`src/rtl/mips_pkg.sv`:
```
// Shared MIPS front-end definitions: opcodes, fetch FSM encoding and PC step.
package mips_pkg;

    localparam logic [5:0] OP_RTYPE = 6'b000000;
    localparam logic [5:0] OP_LW    = 6'b100011;
    localparam logic [5:0] OP_SW    = 6'b101011;
    localparam logic [5:0] OP_BEQ   = 6'b000100;
    localparam logic [5:0] OP_ADDI  = 6'b001000;

    localparam int unsigned PC_INCR = 4;

    typedef enum logic [1:0] {
        FS_IDLE = 2'd0,
        FS_WAIT = 2'd1,
        FS_DROP = 2'd2
    } fetch_state_e;

endpackage

```
`src/rtl/instr_fetch_unit_if.sv`:
```
// Fetch-unit bus bundle: imem req/ack, branch redirect and decode handshake.
interface instr_fetch_unit_if #(
    parameter int unsigned PC_WIDTH = 32
);
    logic                imem_req;
    logic [PC_WIDTH-1:0] imem_addr;
    logic                imem_ack;
    logic [PC_WIDTH-1:0] imem_rdata;
    logic                branch_taken;
    logic [PC_WIDTH-1:0] branch_target;
    logic                id_ready;
    logic                id_valid;
    logic [PC_WIDTH-1:0] id_instr;
    logic [PC_WIDTH-1:0] id_pc_plus4;
    logic [5:0]          instr_op;

    modport master (
        output imem_req, imem_addr, id_valid, id_instr, id_pc_plus4, instr_op,
        input  imem_ack, imem_rdata, branch_taken, branch_target, id_ready
    );

    modport slave (
        input  imem_req, imem_addr, id_valid, id_instr, id_pc_plus4, instr_op,
        output imem_ack, imem_rdata, branch_taken, branch_target, id_ready
    );
endinterface

```
`src/rtl/fetch_queue.sv`:
```
// Small synchronous FIFO with flush; head reads as zero while empty.
module fetch_queue #(
    parameter int unsigned DEPTH = 2,
    parameter int unsigned WIDTH = 64
) (
    input  logic                         clk,
    input  logic                         reset,
    input  logic                         push_i,
    input  logic                         pop_i,
    input  logic                         flush_i,
    input  logic [WIDTH-1:0]             push_data_i,
    output logic [WIDTH-1:0]             head_data_o,
    output logic [$clog2(DEPTH+1)-1:0]   count_o
);
    localparam int unsigned PTR_W = (DEPTH > 1) ? $clog2(DEPTH) : 1;
    localparam int unsigned CNT_W = $clog2(DEPTH + 1);

    logic [WIDTH-1:0] mem_q [DEPTH];
    logic [PTR_W-1:0] rd_ptr_q, wr_ptr_q;
    logic [CNT_W-1:0] count_q;

    // Pointers wrap naturally because DEPTH is a power of two.
    always_ff @(posedge clk or negedge reset) begin
        if (!reset) begin
            rd_ptr_q <= '0;
            wr_ptr_q <= '0;
            count_q  <= '0;
        end else if (flush_i) begin
            rd_ptr_q <= '0;
            wr_ptr_q <= '0;
            count_q  <= '0;
        end else begin
            if (push_i) wr_ptr_q <= wr_ptr_q + PTR_W'(1);
            if (pop_i)  rd_ptr_q <= rd_ptr_q + PTR_W'(1);
            count_q <= count_q + CNT_W'(push_i) - CNT_W'(pop_i);
        end
    end

    always_ff @(posedge clk) begin
        if (push_i && !flush_i) mem_q[wr_ptr_q] <= push_data_i;
    end

    assign head_data_o = (count_q != '0) ? mem_q[rd_ptr_q] : '0;
    assign count_o     = count_q;

endmodule

```
`src/rtl/instr_fetch_unit.sv`:
```
// PC owner and instruction fetcher feeding decode through a prefetch queue.
// Defining FETCH_PERF_CNT_EN adds fetch_count/drop_count performance counters.
module instr_fetch_unit
    import mips_pkg::*;
#(
    parameter int unsigned         PC_WIDTH  = 32,
    parameter logic [PC_WIDTH-1:0] RESET_PC  = '0,
    parameter int unsigned         BUF_DEPTH = 2
) (
    input  logic               clk,
    input  logic               reset,
    instr_fetch_unit_if.master bus
`ifdef FETCH_PERF_CNT_EN
    ,
    output logic [31:0]        fetch_count,
    output logic [31:0]        drop_count
`endif
);
    localparam int unsigned CNT_W = $clog2(BUF_DEPTH + 1);

    fetch_state_e        state_q, state_d;
    logic [PC_WIDTH-1:0] pc_q, pc_d;
    logic [PC_WIDTH-1:0] addr_q, addr_d;
    logic                req_q, req_d;

    logic [PC_WIDTH-1:0]   target, pc_incr;
    logic                  flush, push, pop, drop_ack, space, head_valid;
    logic [CNT_W-1:0]      q_count;
    logic [CNT_W:0]        occ_next;
    logic [2*PC_WIDTH-1:0] head;
    logic                  unused_tgt_lsb;

    assign target         = {bus.branch_target[PC_WIDTH-1:2], 2'b00};
    assign unused_tgt_lsb = ^bus.branch_target[1:0];
    assign pc_incr        = pc_q + PC_WIDTH'(PC_INCR);

    // Redirect voids any same-cycle push or pop.
    assign flush      = bus.branch_taken;
    assign head_valid = (q_count != '0);
    assign push       = (state_q == FS_WAIT) && bus.imem_ack && !flush;
    assign pop        = head_valid && bus.id_ready && !flush;
    assign drop_ack   = bus.imem_ack &&
                        ((state_q == FS_DROP) || ((state_q == FS_WAIT) && flush));

    assign occ_next = flush ? '0
                            : {1'b0, q_count} + (CNT_W+1)'(push) - (CNT_W+1)'(pop);
    assign space    = occ_next < (CNT_W+1)'(BUF_DEPTH);

    always_ff @(posedge clk or negedge reset) begin
        if (!reset) begin
            state_q <= FS_IDLE;
            pc_q    <= RESET_PC;
            addr_q  <= RESET_PC;
            req_q   <= 1'b0;
        end else begin
            state_q <= state_d;
            pc_q    <= pc_d;
            addr_q  <= addr_d;
            req_q   <= req_d;
        end
    end

    always_comb begin
        state_d = state_q;
        pc_d    = pc_q;
        addr_d  = addr_q;
        req_d   = req_q;
        if (flush) pc_d = target;
        unique case (state_q)
            FS_IDLE: begin
                if (space) begin
                    req_d   = 1'b1;
                    addr_d  = pc_d;
                    state_d = FS_WAIT;
                end
            end
            FS_WAIT: begin
                if (flush) begin
                    if (bus.imem_ack) begin
                        req_d   = 1'b0;
                        state_d = FS_IDLE;
                    end else begin
                        state_d = FS_DROP;
                    end
                end else if (bus.imem_ack) begin
                    pc_d = pc_incr;
                    if (space) begin
                        addr_d = pc_incr;
                    end else begin
                        req_d   = 1'b0;
                        state_d = FS_IDLE;
                    end
                end
            end
            FS_DROP: begin
                if (bus.imem_ack) begin
                    req_d   = 1'b0;
                    state_d = FS_IDLE;
                end
            end
            default: begin
                req_d   = 1'b0;
                state_d = FS_IDLE;
            end
        endcase
    end

    fetch_queue #(
        .DEPTH (BUF_DEPTH),
        .WIDTH (2 * PC_WIDTH)
    ) u_queue (
        .clk         (clk),
        .reset       (reset),
        .push_i      (push),
        .pop_i       (pop),
        .flush_i     (flush),
        .push_data_i ({bus.imem_rdata, addr_q + PC_WIDTH'(PC_INCR)}),
        .head_data_o (head),
        .count_o     (q_count)
    );

    assign bus.imem_req    = req_q;
    assign bus.imem_addr   = addr_q;
    assign bus.id_valid    = head_valid;
    assign bus.id_instr    = head[2*PC_WIDTH-1:PC_WIDTH];
    assign bus.id_pc_plus4 = head[PC_WIDTH-1:0];
    assign bus.instr_op    = head[2*PC_WIDTH-1 -: 6];

`ifdef FETCH_PERF_CNT_EN
    logic [31:0] fetch_cnt_q, drop_cnt_q;

    // Drops count discarded responses plus entries thrown away by a flush.
    always_ff @(posedge clk or negedge reset) begin
        if (!reset) begin
            fetch_cnt_q <= '0;
            drop_cnt_q  <= '0;
        end else begin
            fetch_cnt_q <= fetch_cnt_q + 32'(push);
            drop_cnt_q  <= drop_cnt_q + 32'(drop_ack) + (flush ? 32'(q_count) : 32'd0);
        end
    end

    assign fetch_count = fetch_cnt_q;
    assign drop_count  = drop_cnt_q;
`endif

endmodule

```
`src/flat_wrapper.sv`:
```
// flat-port wrapper written by rule: the top's interface ports become plain ports
module instr_fetch_unit_flat import mips_pkg::*;
#(
    parameter int unsigned         PC_WIDTH  = 32,
    parameter logic [PC_WIDTH-1:0] RESET_PC  = '0,
    parameter int unsigned         BUF_DEPTH = 2
)
  (clk, reset, bus_imem_req, bus_imem_addr, bus_id_valid, bus_id_instr, bus_id_pc_plus4, bus_instr_op, bus_imem_ack, bus_imem_rdata, bus_branch_taken, bus_branch_target, bus_id_ready);
  instr_fetch_unit_if #(.PC_WIDTH(PC_WIDTH)) bus_i ();
  input  logic clk;
  input  logic reset;
  output wire logic [$bits(bus_i.imem_req)-1:0] bus_imem_req;
  output wire logic [$bits(bus_i.imem_addr)-1:0] bus_imem_addr;
  output wire logic [$bits(bus_i.id_valid)-1:0] bus_id_valid;
  output wire logic [$bits(bus_i.id_instr)-1:0] bus_id_instr;
  output wire logic [$bits(bus_i.id_pc_plus4)-1:0] bus_id_pc_plus4;
  output wire logic [$bits(bus_i.instr_op)-1:0] bus_instr_op;
  input wire logic [$bits(bus_i.imem_ack)-1:0] bus_imem_ack;
  input wire logic [$bits(bus_i.imem_rdata)-1:0] bus_imem_rdata;
  input wire logic [$bits(bus_i.branch_taken)-1:0] bus_branch_taken;
  input wire logic [$bits(bus_i.branch_target)-1:0] bus_branch_target;
  input wire logic [$bits(bus_i.id_ready)-1:0] bus_id_ready;
  assign bus_imem_req = bus_i.imem_req;
  assign bus_imem_addr = bus_i.imem_addr;
  assign bus_id_valid = bus_i.id_valid;
  assign bus_id_instr = bus_i.id_instr;
  assign bus_id_pc_plus4 = bus_i.id_pc_plus4;
  assign bus_instr_op = bus_i.instr_op;
  assign bus_i.imem_ack = bus_imem_ack;
  assign bus_i.imem_rdata = bus_imem_rdata;
  assign bus_i.branch_taken = bus_branch_taken;
  assign bus_i.branch_target = bus_branch_target;
  assign bus_i.id_ready = bus_id_ready;
  instr_fetch_unit #(.PC_WIDTH(PC_WIDTH), .RESET_PC(RESET_PC), .BUF_DEPTH(BUF_DEPTH)) u_core (.clk(clk), .reset(reset), .bus(bus_i));
endmodule
```
`config.mk`:
```
export PLATFORM = sky130hd
export DESIGN_NAME = instr_fetch_unit_flat
export DESIGN_NICKNAME = d
export VERILOG_FILES = /design/src/rtl/mips_pkg.sv /design/src/rtl/instr_fetch_unit_if.sv /design/src/rtl/fetch_queue.sv /design/src/rtl/instr_fetch_unit.sv /design/src/flat_wrapper.sv
export SDC_FILE = /design/constraint.sdc
export NUM_CORES = 1
export LEC_CHECK = 0
export CORE_AREA = 3 3 136 138
export DETAILED_ROUTE_END_ITERATION = 16
export DIE_AREA = 0 0 139 141
export PLACE_DENSITY = 0.84
export SLEW_MARGIN = 0
export SYNTH_ARGS = -nofsm -noshare
export SYNTH_HDL_FRONTEND = slang
export SYNTH_HIERARCHICAL = 1
export SYNTH_SLANG_ARGS = --single-unit
```
`constraint.sdc`:
```
create_clock -name clk -period 10.56 [get_ports clk]
set_clock_uncertainty 0.05 [all_clocks]
set_input_delay 1.584 -clock clk [delete_from_list [all_inputs] [get_ports clk]]
set_output_delay 1.584 -clock clk [all_outputs]
set_load 0.05 [all_outputs]
```
# After elaboration in Yosys (flattened, before gate mapping)
# Memory sizes are Yosys's and may differ from the RTL's.
# Cells that the tools add are included.
# totals
register_bits	71
latchBits	0
mem_bits_rw	128
rom_bits	0
inputBits	69
out_inout_bits	104
memories	1
# classes
add_sub_neg	8
multipliers	0
div_mod_pow	0
n_lt_le_gt_ge	1
eq_ne	9
shifts	0
muxes	31
bitwise_logic	0
n_reduce_logical	14
# memory_table
memory	words	width	rd	rd_ports_with_merged_regs	write_ports	line	text
u_core.u_queue.mem_q	2	64	1	0	1	fetch_queue.sv:18	logic [WIDTH-1:0] mem_q [DEPTH];
# ops
cell	count
32-bit two-way mux	8
32-bit by 3-bit adder with 32-bit output, second input constant	2
64-bit two-way mux	1
32-bit one-hot mux with 2 select lines	1
2-bit two-way mux	7
1-bit two-way mux	11
2-bit nonzero test	4
2-bit inequality test, second input constant	3
3-bit inequality test, second input constant	2
2-bit one-hot mux with 3 select lines	1
1-bit logical AND	5
5-bit AND reduction	1
2-bit by 1-bit inequality test with 1-bit output, second input constant	2
4-bit AND reduction	1
2-bit by 1-bit adder with 3-bit output	1
3-bit by 2-bit < comparator with 1-bit output, second input constant	1
3-bit two-way mux	1
1-bit one-hot mux with 3 select lines	1
3-bit AND reduction	1
3-bit by 1-bit subtractor with 3-bit output	1
1-bit adder, second input constant	2
2-bit by 1-bit adder with 2-bit output	1
2-bit by 1-bit equality test with 1-bit output, second input constant	1
2-bit equality test, second input constant	1
3 further kinds	3

# Logic depth before layout (Yosys ltp)
# depth
depth_word	11
mapped_depth	13
depth_no_buf	11

# Cells and area by module
# The synthesis kept the hierarchy.
# modules_own_cells
module	instances	cells_per_inst	area_per_inst_um2	seq_area_each_um2
fetch_queue	1	287	5061.1	3943.8
instr_fetch_unit	1	568	4753.3	1676.6

# Worst setup path before layout
# No wires, ideal clock.
# synth_timing
kind	in2reg
from	input port bus_branch_taken
to	memory u_core.u_queue.mem_q[0][0] (enable)
setup_time_ns	0.580
arrival_time_ns	7.282
t_required_ns	9.930
setup_slack_ns	2.648
path_stages	4
n_path_buf	2
path_cell_list	clkbuf_1 -> clkbuf_1 -> nor2_1 -> nor3b_1
# synth_via
elab_chain_len	5
# synth_lines
item	line	text
start, declared	flat_wrapper.sv:20	input wire logic [$bits(bus_i.branch_taken)-1:0] bus_branch_taken;
1-bit zero test	instr_fetch_unit.sv:40	assign push = (state_q == FS_WAIT) && bus.imem_ack && !flush;
1-bit logical AND	instr_fetch_unit.sv:40	
via u_core.push	instr_fetch_unit.sv:27	logic flush, push, pop, drop_ack, space, head_valid;
1-bit logical AND	fetch_queue.sv:40	if (push_i && !flush_i) mem_q[wr_ptr_q] <= push_data_i;
1-bit two-way mux	fetch_queue.sv:40	
1-bit two-way mux (not written as such)	fetch_queue.sv:40	
end, declared	fetch_queue.sv:18	
# The timed path passes the listed nets, and every way through them passes these cells.

# Worst setup path after layout
# layout_timing
from	input port bus_branch_taken
to	register u_core.addr_q[30] (netlist: u_core/bus.imem_addr[30])
# layout_via
elab_cells_between_ends	14
cone_classes	2 x add/sub; 1 x order compare; 3 x eq/ne; 4 x mux; 4 x reduce/logical
# layout_lines
item	line	text
1-bit zero test *	instr_fetch_unit.sv:41	assign pop = head_valid && bus.id_ready && !flush;
1-bit logical AND *	instr_fetch_unit.sv:41	
via u_core.pop	instr_fetch_unit.sv:27	
3-bit by 1-bit subtractor with 3-bit output *	instr_fetch_unit.sv:46	: {1'b0, q_count} + (CNT_W+1)'(push) - (CNT_W+1)'(pop);
3-bit two-way mux *	instr_fetch_unit.sv:45	assign occ_next = flush ? '0
3-bit by 2-bit < comparator with 1-bit output *	instr_fetch_unit.sv:47	assign space = occ_next < (CNT_W+1)'(BUF_DEPTH);
2-bit by 1-bit inequality test with 1-bit output (no line)	--	
5-bit AND reduction (no line) *	--	
end signal, assigned	instr_fetch_unit.sv:58	addr_q <= addr_d;
end, declared	instr_fetch_unit.sv:23	logic [PC_WIDTH-1:0] addr_q, addr_d;
# Mark *: on every way through the listed nets, which the timed path passes. The rest lies on a longest branch. The select of a mux whose other input is x is not followed.
# A chain may end at the register's enable or synchronous reset.

==> run_results.csv <==
group,metric,value,unit
placed_design,detailed_place_hpwl,14600,µm
synthesis,yosys.area_share.xor_xnor,6.030,%
flow_run,drv_cap,0,
setup_path,start_kind,"input pin",
global_route,grt_pass1_wl,35360,µm
floorplan,die_height,141,µm
layout,fillers,1278,
synthesis,synthTopCellsByCount,"128 x edfxtp_1, 108 x nor2_1, 73 x mux2i_1",
clock_tree,cts_setup_buffers,0,
clock_tree,insertion_delay,430,ps
clock_tree,clk_pin_slew,70,ps
timing,rsz0062_at_grt,"false",
floorplan,num_rows,48,
routing,ant_nets,0,
synthesis,synth-edff-count,128,
synthesis,synth.most_common_cell,"edfxtp_1",
setup_path,startpoint,"bus_branch_taken",
synthesis,synth.distinct_cells,65,
synthesis,synthFlopType,"edfxtp_1",
synthesis,synth_compound_area_share,7.891,%
clock_tree,cts_hold_buf,0,
layout,num_antenna_cells,0,
setup_path,reg2reg_depth,12,
timing,clock.fmax,0.2032,GHz
layout,seqCellArea,5624,µm²
routing,via_per_inst,5.723,
floorplan,die_w,139,µm
floorplan,pin_count,173,
clock_tree,cts_made_buffers,17,
pwr,p_leak,4.287,nW
synthesis,synth-simple-area-share,15.85,%
pwr,p_comb_share,43.3,%
clock_tree,cts_tree,"built",
routing,via_count,7068,
placed_design,io_buffers,170,
synthesis,synth_top_area_share,39.16,%
run_status,status,"complete, no violations",
synthesis,synth_fp_nets,930,
pwr,p_clk_share,21.3,%
pwr,power_frac_seq,35.4,%
timing,slew_headroom,38.69,%
timing,drv_slew,0,
synthesis,synth_top_family_by_area,"simple AND/OR/NAND/NOR gates",
synthesis,seq_area_frac_synth,57.27,%
routing,drt_iter0_markers,625,
setup_path,end_kind,"flop",
floorplan,die_area,19600,µm²
worst_hold_path,min_from,"u_core/bus.imem_addr[1]",
timing,worstMarginPinSlew,919.6,ps
pwr,netSwitchingPower,0.001349,W
timing,worst_slack,5639,ps
routing,drcViolationCount,0,
synthesis,synthTopCellsByArea,"edfxtp_1 39%, dfrtp_1 18%, mux2i_1 7.4%",
synthesis,yosysTopAreaCell,"edfxtp_1",
worst_hold_path,min_path_cells,0,
global_route,antenna_found_initial,0,
worst_hold_path,hold_path.class,"reg2reg",
pwr,switching_share,42.66,%
routing,wl_per_cell,17.81,µm
setup_path,crit_fanout,47,
setup_path,crit_required,10820,ps
setup_path,worstSetupPathType,"in2reg",
timing,fin_crit,4921,ps
global_route,grt_max_degree,72,
placed_design,routabilityCongestion,0.8813,
placed_design,pre_cts_slack,5237,ps
setup_path,arrival,5180,ps
synthesis,yosys_register_bits,199,
setup_path,rrSetupSlack,6820,ps
timing,setup_viol,0,
pwr,p_per_area,259.4,nW/µm²
timing,min_period_over_period,46.60,%
synthesis,synth_warnings,6,
layout,multi_input_area,3820,µm²
timing,hold_violations,0,
synthesis,async_reset_ff_share,35.68,%
synthesis,synthAdderAreaFrac,0.8414,%
clock_tree,cts_max_level,4,
clock_tree,cts_buffer_depth,2,
clock_tree,clock_sinks,199,
layout,final_nets,1072,
routing,drt-total-wl,22000,µm
layout,syn_to_final_growth,24.18,%
floorplan,initial_core_util,56.74,%
setup_path,timing.rr.start,"u_core/u_queue/count_o[1]",
layout,drive_gt1_share,6.832,%
global_route,grt.total_usage,22.42,%
global_route,grt_overflow,0,
synthesis,avgSynthCellArea,11.48,µm²
synthesis,synthMuxAreaShare,8.134,%
synthesis,synth_cells,855,
timing,setup_tns,0,ps
clock_tree,cts-root-buf,"clkbuf_16",
floorplan,core,17300,µm²
pwr,peakVddDrop,0.0001698,V
pwr,power.internal,0.001813,W
setup_path,reg2reg_to,"u_core/bus.imem_addr[30]",
routing,first_pass_iters,5,
global_route,first_global_vias,6658,
synthesis,netlist_area,9814,µm²
worst_hold_path,hold_path_end,"u_core/u_queue/mem_q[1][1]",
clock_tree,postCtsResizedCells,0,
-- routing by layer --
layer  global-route usage, %  part of all wire [%]
met2                   35.98                    48
met1                   31.53                    45
met4                   6.694                   1.6
met3                   4.172                   5.7
met5                       0                     0
-- cell families (layout without fill, tap and decap cells) --
| group | Yosys count | in the layout |
|---|---|---|
| AO/OA/AOI/OAI | 117 | 117 |
| AND/OR/NAND/NOR | 312 | 312 |
| flip-flops | 199 | 199 |
| XOR/XNOR | 66 | 66 |
| buffers and inverters | 76 | 231 |
| adder cells (fa/ha/maj) | 6 | 6 |
| multiplexers | 79 | 79 |
-- cell type report --
type                       count  share of cell area [%]
tap                          225                   2.310
clock inverter                14                   1.540
inverter                      17                  0.5236
clock buffer                  18                   3.521
sequential                   199                   46.15
multi-input combinational    580                   31.34
timing repair buffer         182                   14.62
-- power by group through the flow --
stage	clock network, W	registers (W)	logic [W]
CTS	0.000684	0.00112	0.00137
finish	0.000674	0.00112	0.00137
floorplan	0	0.00127	0.000780
global placement	0	0.00113	0.00134
global route	0.000720	0.00113	0.00146
detailed placement	0	0.00113	0.00136
-- worst max-delay path by stage --
stage                                      end  slack (ps)  depth (start not counted)
floorplan           u_core/u_queue/mem_q[0][0]        2650                          4
global placement      u_core/bus.imem_addr[30]        5300                         11
detailed placement    u_core/bus.imem_addr[30]        5240                         11
CTS                   u_core/bus.imem_addr[31]        5690                         11
global route          u_core/bus.imem_addr[23]        5360                         11
finish                u_core/bus.imem_addr[30]        5640                         11
-- metrics by stage --
step           utilization (%)  hold slack [ps]  area, µm²  cells  total power, W
4_1_cts                  70.46            461.3      12190   1235        0.003170
3_5_place_dp             66.90            441.1      11570   1203        0.002495
5_1_grt                  70.46            491.3      12190   1235        0.003312
2_1_floorplan                -            414.2       9814    855        0.002054
3_3_place_gp             66.90            426.9      11570   1203        0.002470
6_report                 70.46            465.0      12190   1235        0.003162
-- placed cells by master, fill, tap and decap left out, types with 4 or more instances in the layout --
| cell | Yosys | final |
|---|---|---|
| and2_1 | 6 | 6 |
| edfxtp_1 | 128 | 128 |
| o21ai_1 | 15 | 14 |
| a22o_1 | 4 | 4 |
| o31ai_1 | 8 | 8 |
| nand3_1 | 27 | 27 |
| nand4_1 | 23 | 23 |
| mux2i_1 | 73 | 73 |
| inv_1 | 17 | 17 |
| dfrtp_1 | 71 | 70 |
| xnor2_1 | 38 | 38 |
| inv_8 | 0 | 4 |
| nand2_1 | 72 | 72 |
| and4_1 | 8 | 8 |
| buf_4 | 7 | 12 |
| nor3_1 | 10 | 10 |
| nor4_1 | 6 | 6 |
| ha_1 | 5 | 5 |
| o21ai_0 | 27 | 27 |
| a21oi_1 | 18 | 18 |
| and3_1 | 12 | 12 |
| nor4_2 | 5 | 5 |
| o221ai_1 | 4 | 4 |
| mux2_2 | 6 | 6 |
| clkdlybuf4s50_1 | 0 | 168 |
| nor2_1 | 108 | 108 |
| nand2b_1 | 7 | 7 |
| a32o_1 | 4 | 4 |
| clkbuf_16 | 0 | 17 |
| xor2_1 | 27 | 27 |
| a211oi_1 | 9 | 9 |
| nor2b_1 | 8 | 7 |
-- sequential cells by signal, summed over array words and instances, names as in the netlist --
register                 count
u_core/u_queue/rd_ptr_q      1
u_core/state_q               2
u_core/u_queue/mem_q       128
u_core/u_queue/count_o       2
u_core/u_queue/wr_ptr_q      1
u_core/bus.imem_addr        32
u_core/bus.imem_req          1
u_core/pc_q                 32
-- critical path, cell delays in order --
cell     delay [ps]
buf_2           580
and3b_1         310
ha_1            290
nor3_1           60
fa_1            410
xnor2_1         180
nor2_1          120
o21ai_2         640
buf_4           460
nor2_1          200
a221o_1         330
Note: power is estimated with default switching activity, not from simulation.
